[src/rtl/pid_pkg.sv]
// Shared types and helpers for the incremental PID sequencer: FSM states,
// default gain format and the 53-bit to 32-bit output clamp.
package pid_pkg;

    typedef enum logic [2:0] {
        S_IDLE,
        S_DIFF,
        S_MP,
        S_MI,
        S_MD,
        S_UPD
    } state_t;

    localparam int GW_DEF   = 16;
    localparam int FRAC_DEF = 8;
    localparam int MUL_A_W  = 34;
    localparam int PID_ACC_W = 52;

    function automatic logic signed [31:0] sat32(input logic signed [52:0] s,
                                                 input logic signed [31:0] lo,
                                                 input logic signed [31:0] hi);
        logic signed [52:0] lo_x;
        logic signed [52:0] hi_x;
        lo_x = {{21{lo[31]}}, lo};
        hi_x = {{21{hi[31]}}, hi};
        if (s > hi_x)
            return hi;
        else if (s < lo_x)
            return lo;
        else
            return s[31:0];
    endfunction

endpackage

[src/rtl/pid_seq_ctrl_if.sv]
// Sample/gain/control-output bundle between the sample source and the PID
// sequencer; master drives samples and gains, slave returns u and status.
interface pid_seq_ctrl_if
    import pid_pkg::*;
#(
    parameter int GW = GW_DEF
);
    logic                 sample_valid;
    logic signed [31:0]   target;
    logic signed [31:0]   y;
    logic                 cfg_we;
    logic signed [GW-1:0] kp;
    logic signed [GW-1:0] ki;
    logic signed [GW-1:0] kd;
    logic                 ovr_clr;
    logic                 busy;
    logic signed [31:0]   u;
    logic                 u_valid;
    logic                 overrun;

    modport master (
        output sample_valid, target, y, cfg_we, kp, ki, kd, ovr_clr,
        input  busy, u, u_valid, overrun
    );

    modport slave (
        input  sample_valid, target, y, cfg_we, kp, ki, kd, ovr_clr,
        output busy, u, u_valid, overrun
    );
endinterface

[src/rtl/pid_mac.sv]
// Registered signed multiply-accumulate; clr has priority over en.
module pid_mac
    import pid_pkg::*;
#(
    parameter int AW    = MUL_A_W,
    parameter int BW    = GW_DEF,
    parameter int ACC_W = PID_ACC_W
)(
    input  logic                    clk,
    input  logic                    rst_n,
    input  logic                    clr_i,
    input  logic                    en_i,
    input  logic signed [AW-1:0]    a_i,
    input  logic signed [BW-1:0]    b_i,
    output logic signed [ACC_W-1:0] acc_o
);
    logic signed [AW+BW-1:0]  prod;
    logic signed [ACC_W-1:0]  acc_q, acc_d;

    assign prod = a_i * b_i;

    always_comb begin
        acc_d = acc_q;
        if (clr_i)
            acc_d = '0;
        else if (en_i)
            acc_d = acc_q + ACC_W'(prod);
    end

    always_ff @(posedge clk or negedge rst_n) begin
        if (!rst_n)
            acc_q <= '0;
        else
            acc_q <= acc_d;
    end

    assign acc_o = acc_q;
endmodule

[src/rtl/pid_seq_ctrl.sv]
// Incremental PID sequencer: one shared multiplier walks the P, I and D terms,
// then u(k) = clamp(u(k-1) + du) is published with a one-cycle u_valid pulse.
module pid_seq_ctrl
    import pid_pkg::*;
#(
    parameter int                 GW    = GW_DEF,
    parameter int                 FRAC  = FRAC_DEF,
    parameter logic signed [31:0] U_MAX = 32'sh3FFFFFFF,
    parameter logic signed [31:0] U_MIN = -32'sh40000000
)(
    input logic          clk,
    input logic          rst_n,
    pid_seq_ctrl_if.slave bus
);
    state_t state_q, state_d;

    logic signed [31:0]   e0_q, e1_q, e2_q, u_q;
    logic signed [32:0]   dp_q;
    logic signed [33:0]   dd_q;
    logic signed [GW-1:0] kp_sh_q, ki_sh_q, kd_sh_q;
    logic signed [GW-1:0] kp_w_q, ki_w_q, kd_w_q;
    logic                 u_valid_q, overrun_q, overrun_d;
    logic                 accept;

    logic signed [MUL_A_W-1:0]   mac_a;
    logic signed [GW-1:0]        mac_b;
    logic                        mac_en, mac_clr;
    logic signed [PID_ACC_W-1:0] acc, acc_sh;
    logic signed [52:0]          upd_sum;

    assign accept = (state_q == S_IDLE) && bus.sample_valid;

    always_comb begin
        state_d = state_q;
        case (state_q)
            S_IDLE:  if (bus.sample_valid) state_d = S_DIFF;
            S_DIFF:  state_d = S_MP;
            S_MP:    state_d = S_MI;
            S_MI:    state_d = S_MD;
            S_MD:    state_d = S_UPD;
            S_UPD:   state_d = S_IDLE;
            default: state_d = S_IDLE;
        endcase
    end

    // Steer the single multiplier: MP -> kp*dp, MI -> ki*e0, MD -> kd*dd.
    always_comb begin
        mac_a = '0;
        mac_b = '0;
        case (state_q)
            S_MP: begin mac_a = {dp_q[32], dp_q};          mac_b = kp_w_q; end
            S_MI: begin mac_a = {{2{e0_q[31]}}, e0_q};     mac_b = ki_w_q; end
            S_MD: begin mac_a = dd_q;                      mac_b = kd_w_q; end
            default: ;
        endcase
    end

    assign mac_en  = state_q inside {S_MP, S_MI, S_MD};
    assign mac_clr = (state_q == S_DIFF);

    pid_mac #(.AW(MUL_A_W), .BW(GW), .ACC_W(PID_ACC_W)) u_mac (
        .clk   (clk),
        .rst_n (rst_n),
        .clr_i (mac_clr),
        .en_i  (mac_en),
        .a_i   (mac_a),
        .b_i   (mac_b),
        .acc_o (acc)
    );

    assign acc_sh  = acc >>> FRAC;
    assign upd_sum = {{21{u_q[31]}}, u_q} + {acc_sh[PID_ACC_W-1], acc_sh};

    // A dropped sample sets overrun even if ovr_clr is asserted that cycle.
    always_comb begin
        overrun_d = overrun_q;
        if (bus.sample_valid && (state_q != S_IDLE))
            overrun_d = 1'b1;
        else if (bus.ovr_clr)
            overrun_d = 1'b0;
    end

    always_ff @(posedge clk or negedge rst_n) begin
        if (!rst_n) begin
            state_q   <= S_IDLE;
            u_valid_q <= 1'b0;
            overrun_q <= 1'b0;
            u_q       <= '0;
            e0_q      <= '0;
            e1_q      <= '0;
            e2_q      <= '0;
            dp_q      <= '0;
            dd_q      <= '0;
            kp_sh_q   <= '0;
            ki_sh_q   <= '0;
            kd_sh_q   <= '0;
            kp_w_q    <= '0;
            ki_w_q    <= '0;
            kd_w_q    <= '0;
        end else begin
            state_q   <= state_d;
            u_valid_q <= (state_q == S_UPD);
            overrun_q <= overrun_d;
            if (bus.cfg_we) begin
                kp_sh_q <= bus.kp;
                ki_sh_q <= bus.ki;
                kd_sh_q <= bus.kd;
            end
            if (accept) begin
                e0_q   <= bus.target - bus.y;
                kp_w_q <= kp_sh_q;
                ki_w_q <= ki_sh_q;
                kd_w_q <= kd_sh_q;
            end
            if (state_q == S_DIFF) begin
                dp_q <= {e0_q[31], e0_q} - {e1_q[31], e1_q};
                dd_q <= {{2{e0_q[31]}}, e0_q} - {e1_q[31], e1_q, 1'b0}
                        + {{2{e2_q[31]}}, e2_q};
            end
            if (state_q == S_UPD) begin
                u_q  <= sat32(upd_sum, U_MIN, U_MAX);
                e2_q <= e1_q;
                e1_q <= e0_q;
            end
        end
    end

    assign bus.busy    = (state_q != S_IDLE);
    assign bus.u       = u_q;
    assign bus.u_valid = u_valid_q;
    assign bus.overrun = overrun_q;
endmodule
[src/flat_wrapper.sv]
// flat-port wrapper written by rule: the top's interface ports become plain ports
module pid_seq_ctrl_flat import pid_pkg::*;
#(
    parameter int                 GW    = GW_DEF,
    parameter int                 FRAC  = FRAC_DEF,
    parameter logic signed [31:0] U_MAX = 32'sh3FFFFFFF,
    parameter logic signed [31:0] U_MIN = -32'sh40000000
)
  (clk, rst_n, bus_sample_valid, bus_target, bus_y, bus_cfg_we, bus_kp, bus_ki, bus_kd, bus_ovr_clr, bus_busy, bus_u, bus_u_valid, bus_overrun);
  pid_seq_ctrl_if #(.GW(GW)) bus_i ();
  input logic clk;
  input logic rst_n;
  input wire logic [$bits(bus_i.sample_valid)-1:0] bus_sample_valid;
  input wire logic [$bits(bus_i.target)-1:0] bus_target;
  input wire logic [$bits(bus_i.y)-1:0] bus_y;
  input wire logic [$bits(bus_i.cfg_we)-1:0] bus_cfg_we;
  input wire logic [$bits(bus_i.kp)-1:0] bus_kp;
  input wire logic [$bits(bus_i.ki)-1:0] bus_ki;
  input wire logic [$bits(bus_i.kd)-1:0] bus_kd;
  input wire logic [$bits(bus_i.ovr_clr)-1:0] bus_ovr_clr;
  output wire logic [$bits(bus_i.busy)-1:0] bus_busy;
  output wire logic [$bits(bus_i.u)-1:0] bus_u;
  output wire logic [$bits(bus_i.u_valid)-1:0] bus_u_valid;
  output wire logic [$bits(bus_i.overrun)-1:0] bus_overrun;
  assign bus_i.sample_valid = bus_sample_valid;
  assign bus_i.target = bus_target;
  assign bus_i.y = bus_y;
  assign bus_i.cfg_we = bus_cfg_we;
  assign bus_i.kp = bus_kp;
  assign bus_i.ki = bus_ki;
  assign bus_i.kd = bus_kd;
  assign bus_i.ovr_clr = bus_ovr_clr;
  assign bus_busy = bus_i.busy;
  assign bus_u = bus_i.u;
  assign bus_u_valid = bus_i.u_valid;
  assign bus_overrun = bus_i.overrun;
  pid_seq_ctrl #(.GW(GW), .FRAC(FRAC), .U_MAX(U_MAX), .U_MIN(U_MIN)) u_core (.clk(clk), .rst_n(rst_n), .bus(bus_i));
endmodule
[config.mk]
export PLATFORM = sky130hd
export DESIGN_NAME = pid_seq_ctrl_flat
export DESIGN_NICKNAME = d
export VERILOG_FILES = /design/src/rtl/pid_pkg.sv /design/src/rtl/pid_seq_ctrl_if.sv /design/src/rtl/pid_mac.sv /design/src/rtl/pid_seq_ctrl.sv /design/src/flat_wrapper.sv
export SDC_FILE = /design/constraint.sdc
export NUM_CORES = 2
export LEC_CHECK = 0
export ABC_AREA = 1
export BUFFER_PORTS_ARGS = -buffer_cell sky130_fd_sc_hd__buf_4
export CAP_MARGIN = 20
export CORE_MARGIN = 8
export CORE_UTILIZATION = 35
export CTS_BUF_LIST = sky130_fd_sc_hd__clkbuf_8
export DETAILED_ROUTE_END_ITERATION = 8
export PLACE_DENSITY = 0.6
export SLEW_MARGIN = 20
export SYNTH_ARGS = -nofsm -noshare
export SYNTH_HDL_FRONTEND = slang
export SYNTH_SLANG_ARGS = --single-unit
[constraint.sdc]
create_clock -name clk -period 20.4 [get_ports clk]
set_clock_uncertainty 0.05 [all_clocks]
set_input_delay 2.04 -clock clk [delete_from_list [all_inputs] [get_ports clk]]
set_output_delay 2.04 -clock clk [all_outputs]
set_load 0.05 [all_outputs]
---- Word level (Yosys, flattened, before mapping) ----
Cells that the tools add are included.
operators by class
  magnitude comparators ................... 2
  eq/ne operators ......................... 6
  reductions and logical operators ........ 7
  multiply operators ...................... 1
  mux-type cells .......................... 10
  $add $sub $neg .......................... 6
operators with widths
  operator              count
  $mux 52               2
  $pmux 34 s3           1
  $mux 32               2
  $gt 53x31->1 const B  1
  $lt 53x31->1 const B  1
  $add 52x50->52        1
  $mul 34x16->50        1
  $pmux 16 s3           1
  $add 32x44->45        1
  $add 34x34->34        1
  $sub 32x33->34        1
  $sub 32x32->33        1
  $sub 32x32->32        1
  $pmux 3 s5            1
  $eq 3x2->1 const B    2
  $eq 3x3->1 const B    2
  $reduce_bool 3->1     2
  $reduce_bool 2->1     2
  $eq 3x1->1 const B    1
  $logic_not 3->1       1
  $mux 3                1
  $logic_and 1x1->1     2
  $mux 1                2
  $ne 2x2->1 const B    1
word-level totals
  output and inout port bits .............. 35
  word-level logic and storage cells ...... 48
  input bits .............................. 117
  register bits after elaboration ......... 348

---- Longest topological paths before layout ----
  depth after elaboration ................. 6
  gate-level depth with buffers ........... 38
  depth with buffers taken out ............ 35

---- Modules after synthesis ----
Synthesis repeated with hierarchy kept, for this count alone.
unflattened totals
  cell total of the unflattened synthesis .. 6502
  area, all modules ....................... 47018.8 um2
modules (own cells, without submodules)
  module        times used  sequential area each (um2)  cells each  area an instance (um2)
  pid_mac       1           1301.2                      3382        24871.4
  pid_seq_ctrl  1           7407.1                      3120        22147.5

---- Worst setup path before layout ----
OpenSTA, ideal clock, no wires.
  kind .................................... flip-flop to flip-flop
  from .................................... register u_core.state_q[1]
  to ...................................... register u_core.u_mac.acc_q[47], in the netlist u_core.u_mac.acc_o[47]
  data arrival time ....................... 6.751 ns
  stages on the path, launching flop included .. 31
  setup time .............................. 0.123 ns
  slack ................................... 13.476 ns
  data required time ...................... 20.227 ns
  path buffers ............................ 3
  clock period less this slack ............ 6.924 ns
  cells stage by stage .................... dfrtp_1 nor2_1 inv_1 nor2_1 buf_2 clkbuf_1 nand2_1 nand3_1 clkbuf_1 nand2_1 inv_1 fa_1 fa_1 inv_1 fa_1 fa_1 inv_1 fa_1 inv_1 fa_1 inv_1 ha_1 nand2_1 nor2_1 inv_1 nor3_1 o21ai_0 nand3_1 a21oi_1 o21ai_0 nand2_1
on the way
  cells in the longest elaborated chain, start to end .. 6
  elaborated cells between the ends (all ways) .. 12
  classes of those cells .................. 1 x add/sub; 1 x mul; 4 x eq/ne; 4 x mux; 2 x reduce/logical
RTL lines
  item                                               line                                    text
  start: declaration                                 pid_seq_ctrl.sv:15                      state_t state_q, state_d;
  start signal: assignment                           pid_seq_ctrl.sv:101                     state_q <= state_d;
  $eq 3x3->1 / $eq 3x2->1 (equally long branches)    pid_seq_ctrl.sv:50, pid_seq_ctrl.sv:58
  $pmux 34 s3 / $pmux 16 s3 (equally long branches)  pid_seq_ctrl.sv:50                      case (state_q)
  $mul 34x16->50                                     pid_mac.sv:20                           assign prod = a_i * b_i;
  $add 52x50->52                                     pid_mac.sv:27                           acc_d = acc_q + ACC_W'(prod);
  $mux 52                                            pid_mac.sv:26                           else if (en_i)
  $mux 52                                            pid_mac.sv:24                           if (clr_i)
  end signal: assignment                             pid_mac.sv:32                           acc_q <= '0;
  end signal: assignment                             pid_mac.sv:34                           acc_q <= acc_d;
  end: declaration                                   pid_mac.sv:18                           logic signed [ACC_W-1:0] acc_q, acc_d;
Several ways; a longest one is shown, not always the timed one. The select of a mux whose other input is x is not followed.
A chain may end at the register's enable or synchronous reset.

---- Final worst setup path ----
  from .................................... register u_core.state_q[2]
  to ...................................... register u_core.u_mac.acc_q[47], in the netlist u_core.u_mac.acc_o[47]
The elaborated chain is that of the path after synthesis.

==> impl_results.md <==
* Status: finished, final reports clean
* Crit path required time at 20.92 ns
* R2r endpoint: u_core.u_mac.acc_o[47]$_DFFE_PN0P_
* Yosys warnings at 0
* Syn nets at 7150
* WL/cell at around 17 µm
* Setup crit start: u_core.state_q[2]$_DFFE_PN0P_
* Setup bufs post-CTS at 0
* Post-synthesis sequential area ratio at 0.1922
* WL final at 138.1 mm
* Crit path top cell by count: inv_1
* CTS tree: yes
* Post-synth top flop: dfrtp_1
* RSZ-0062 raised after global routing: false
* Crit path time final at 8.975 ns
* Vias per cell at 4.830
* CP max stage cell: fa_1
* Hold_ws at approximately 0.43 ns
* Width of the die at 375.8 µm
* First-pass GRT wire length at ~220 mm
* # setup viols final at 0
* Filler cell count at 13596
* Max cap viols at 0
* Final count of hold timing violations at 0
* Slew Limit Fails at 0
* Area growth from synthesis to layout at 10.05%
* Slew margin rel. at 0.2829
* Final TNS setup at 0 ns
* Cell count after synthesis at slightly above 6000
* Cts hold-fix bufs at 0
* Htree depth at 3
* Worst r2r src: u_core.state_q[2]$_DFFE_PN0P_
* Iteration-0 DRC count of the detailed router at 2882
* Fin nets at 7253
* Synth cell types at 51
* Clk buf depth at 3
* Port Buffers at 151
* Die Ht at 375.8 µm
* Crit end category: flop
* Yosys reg bits at approximately 350
* Grt total ovfl at 0
* Number of antenna violations at the first check in global routing at 1
* CTS Root Cell: clkbuf_8
* Clock latency on the worst-skew pair at 0.72 ns
* Clock Sinks at 348
* Cells on worst reg2reg path at 30
* Starting Density at 0.3513
* Hold crit path type: reg2reg
* Row cnt at around 130
* Overall Global Routing Usage at 0.1968
* Worst Hold Launch: u_core.dd_q[0]$_DFFE_PN0P_
* Share of layout cells above drive strength 1 at 0.06210
* Core area at 129000 µm²
* Vias in the first global route at roughly 40000
* Avg Cell Area, Syn at 7.374 µm²
* CP Class: reg2reg
* Reg-to-reg slack, setup at approximately 11 ns
* Clock transition at path regs at about 0.070 ns
* Slowest stage delay, CP at 0.93 ns
* CP Max Fanout at 32
* Crit path DAT at between 9 and 10 ns
* Antenna-violating nets left at 0
* Detailed Place HPWL at 111.2 mm
* GPL Wtd Cong at 0.9648
* Total CTS buffers at 67
* Die area at approximately 140000 µm²
* Via count at 38831
* Asr flop ratio synth at 1.000
* Critical path endpoint: u_core.u_mac.acc_o[47]$_DFFE_PN0P_
* Fmax at 111.4 MHz
* DR pass1 iterations at 6
* EDFF count, synth at 0
* Worst Setup Start Kind: flop
* Largest net degree at the start of global routing at 120
* IO Pins at around 150
* Most frequent cells in the layout: 1769 x nand2_1, 1541 x inv_1, 610 x fa_1
* Final period utilization at 0.4399
* CTS resizes at 0
* Slew @ Worst Pin at 1.076 ns
* Synthesized area at 45310 µm²
* DR DRC count at 0
* Commonest non-fill, non-tap cell in the layout: nand2_1
## cells by family after synthesis
group,share of synthesized area
flip-flops,0.1922
AO/OA/AOI/OAI,0.09386
AND/OR/NAND/NOR,0.2059
XOR/XNOR,0.01875
adder cells (fa/ha/maj),0.3463
buffers and inverters,0.1430
## final cells by class
class	instances	area [µm²]	share of cell area
Clock inverter	38	339.1	0.006800
Multi-Input combinational cell	4089	30220	0.6061
Tap cell	1742	2180	0.04371
Timing Repair Buffer	208	1569	0.03146
Antenna cell	1	2.502	0.00005018
Inverter	1534	5758	0.1155
Clock buffer	79	1087	0.02180
Sequential cell	348	8708	0.1746
## worst max-delay path, delay by kind of cell (launching register included)
| kind | cells | cell delay [ns] |
|---|---|---|
| flip-flops | 1 | 0.42 |
| buffers and inverters | 10 | 1.57 |
| AND/OR/NAND/NOR | 10 | 2.54 |
| adder cells (fa/ha/maj) | 7 | 3.95 |
| AO/OA/AOI/OAI | 3 | 0.26 |
## cells in the mapped netlist, types with 3 or more instances
| cell | count | share of area |
|---|---|---|
| o21a_1 | 11 | 0.0018 |
| nor4_1 | 16 | 0.0022 |
| xor2_1 | 55 | 0.011 |
| nand3b_1 | 12 | 0.0020 |
| o221ai_1 | 18 | 0.0035 |
| buf_2 | 9 | 0.00099 |
| a21oi_1 | 237 | 0.026 |
| or2_2 | 32 | 0.0044 |
| buf_4 | 3 | 0.00050 |
| nand3_1 | 148 | 0.016 |
| nand2_2 | 7 | 0.00097 |
| a21o_1 | 23 | 0.0038 |
| a221oi_1 | 5 | 0.00097 |
| inv_2 | 3 | 0.00025 |
| a21boi_0 | 6 | 0.00099 |
| o21ai_1 | 4 | 0.00044 |
| nor3_2 | 7 | 0.0015 |
| nand2_1 | 1770 | 0.15 |
| a31oi_1 | 22 | 0.0030 |
| dfrtp_1 | 348 | 0.19 |
| a22o_1 | 8 | 0.0015 |
| ha_1 | 278 | 0.077 |
| o31ai_1 | 9 | 0.0015 |
| nor2_2 | 11 | 0.0015 |
| o21ai_0 | 382 | 0.042 |
| and2_1 | 3 | 0.00041 |
| o21bai_1 | 9 | 0.0015 |
| fa_1 | 610 | 0.27 |
| nand4_1 | 26 | 0.0036 |
| o211ai_1 | 26 | 0.0043 |
| nor3_1 | 19 | 0.0021 |
| clkbuf_1 | 155 | 0.013 |
| nor2_1 | 274 | 0.023 |
| buf_6 | 6 | 0.0015 |
| inv_1 | 1527 | 0.13 |
| xnor2_1 | 42 | 0.0081 |
| clkinv_1 | 4 | 0.00033 |
## layer usage
metal	share of wire	wire length [µm]	track usage	vias to the layer above
met5	0	0	0	-
met3	0.067	9205	0.03096	218
li1	-	-	-	18561
met4	0.027	3661	0.05775	0
met1	0.44	60750	0.2625	18768
met2	0.47	64470	0.3297	1284
## through the flow
stage | setup WS (ns) | instances | area, µm² | utilization
2_1_floorplan | 13.48 | 6145 | 45310 | -
3_3_place_gp | 11.58 | 7921 | 48440 | 0.3755
3_5_place_dp | 11.45 | 7921 | 48440 | 0.3755
4_1_cts | 11.37 | 8038 | 49860 | 0.3866
5_1_grt | 10.71 | 8039 | 49870 | 0.3866
6_report | 11.43 | 8039 | 49870 | 0.3866
## how the worst min path moves through the flow
stage,slack (ns),cells after the start,end
after global routing,0.45,2,u_core.dd_q[0]$_DFFE_PN0P_
after floorplan,0.39,2,u_core.dd_q[0]$_DFFE_PN0P_
after CTS,0.43,2,u_core.dd_q[0]$_DFFE_PN0P_
after global placement,0.41,2,u_core.dd_q[0]$_DFFE_PN0P_
after detailed placement,0.41,2,u_core.dd_q[0]$_DFFE_PN0P_
final,0.43,2,u_core.dd_q[0]$_DFFE_PN0P_
## flip-flops by register name, summed over array words and instances, names as in the netlist
name / count
u_core.u_mac.acc_o: 52
u_core.dd_q: 34
u_core.dp_q: 33
u_core.bus.u: 32
u_core.e0_q: 32
u_core.e1_q: 32
u_core.e2_q: 32
u_core.kd_sh_q: 16
u_core.kd_w_q: 16
u_core.ki_sh_q: 16
u_core.ki_w_q: 16
u_core.kp_sh_q: 16
u_core.kp_w_q: 16
u_core.state_q: 3
u_core.bus.overrun: 1
u_core.bus.u_valid: 1
Power is left out: the tool's default activity adds up to more than one toggle a clock period on the data nets, which glitch-free logic cannot reach.
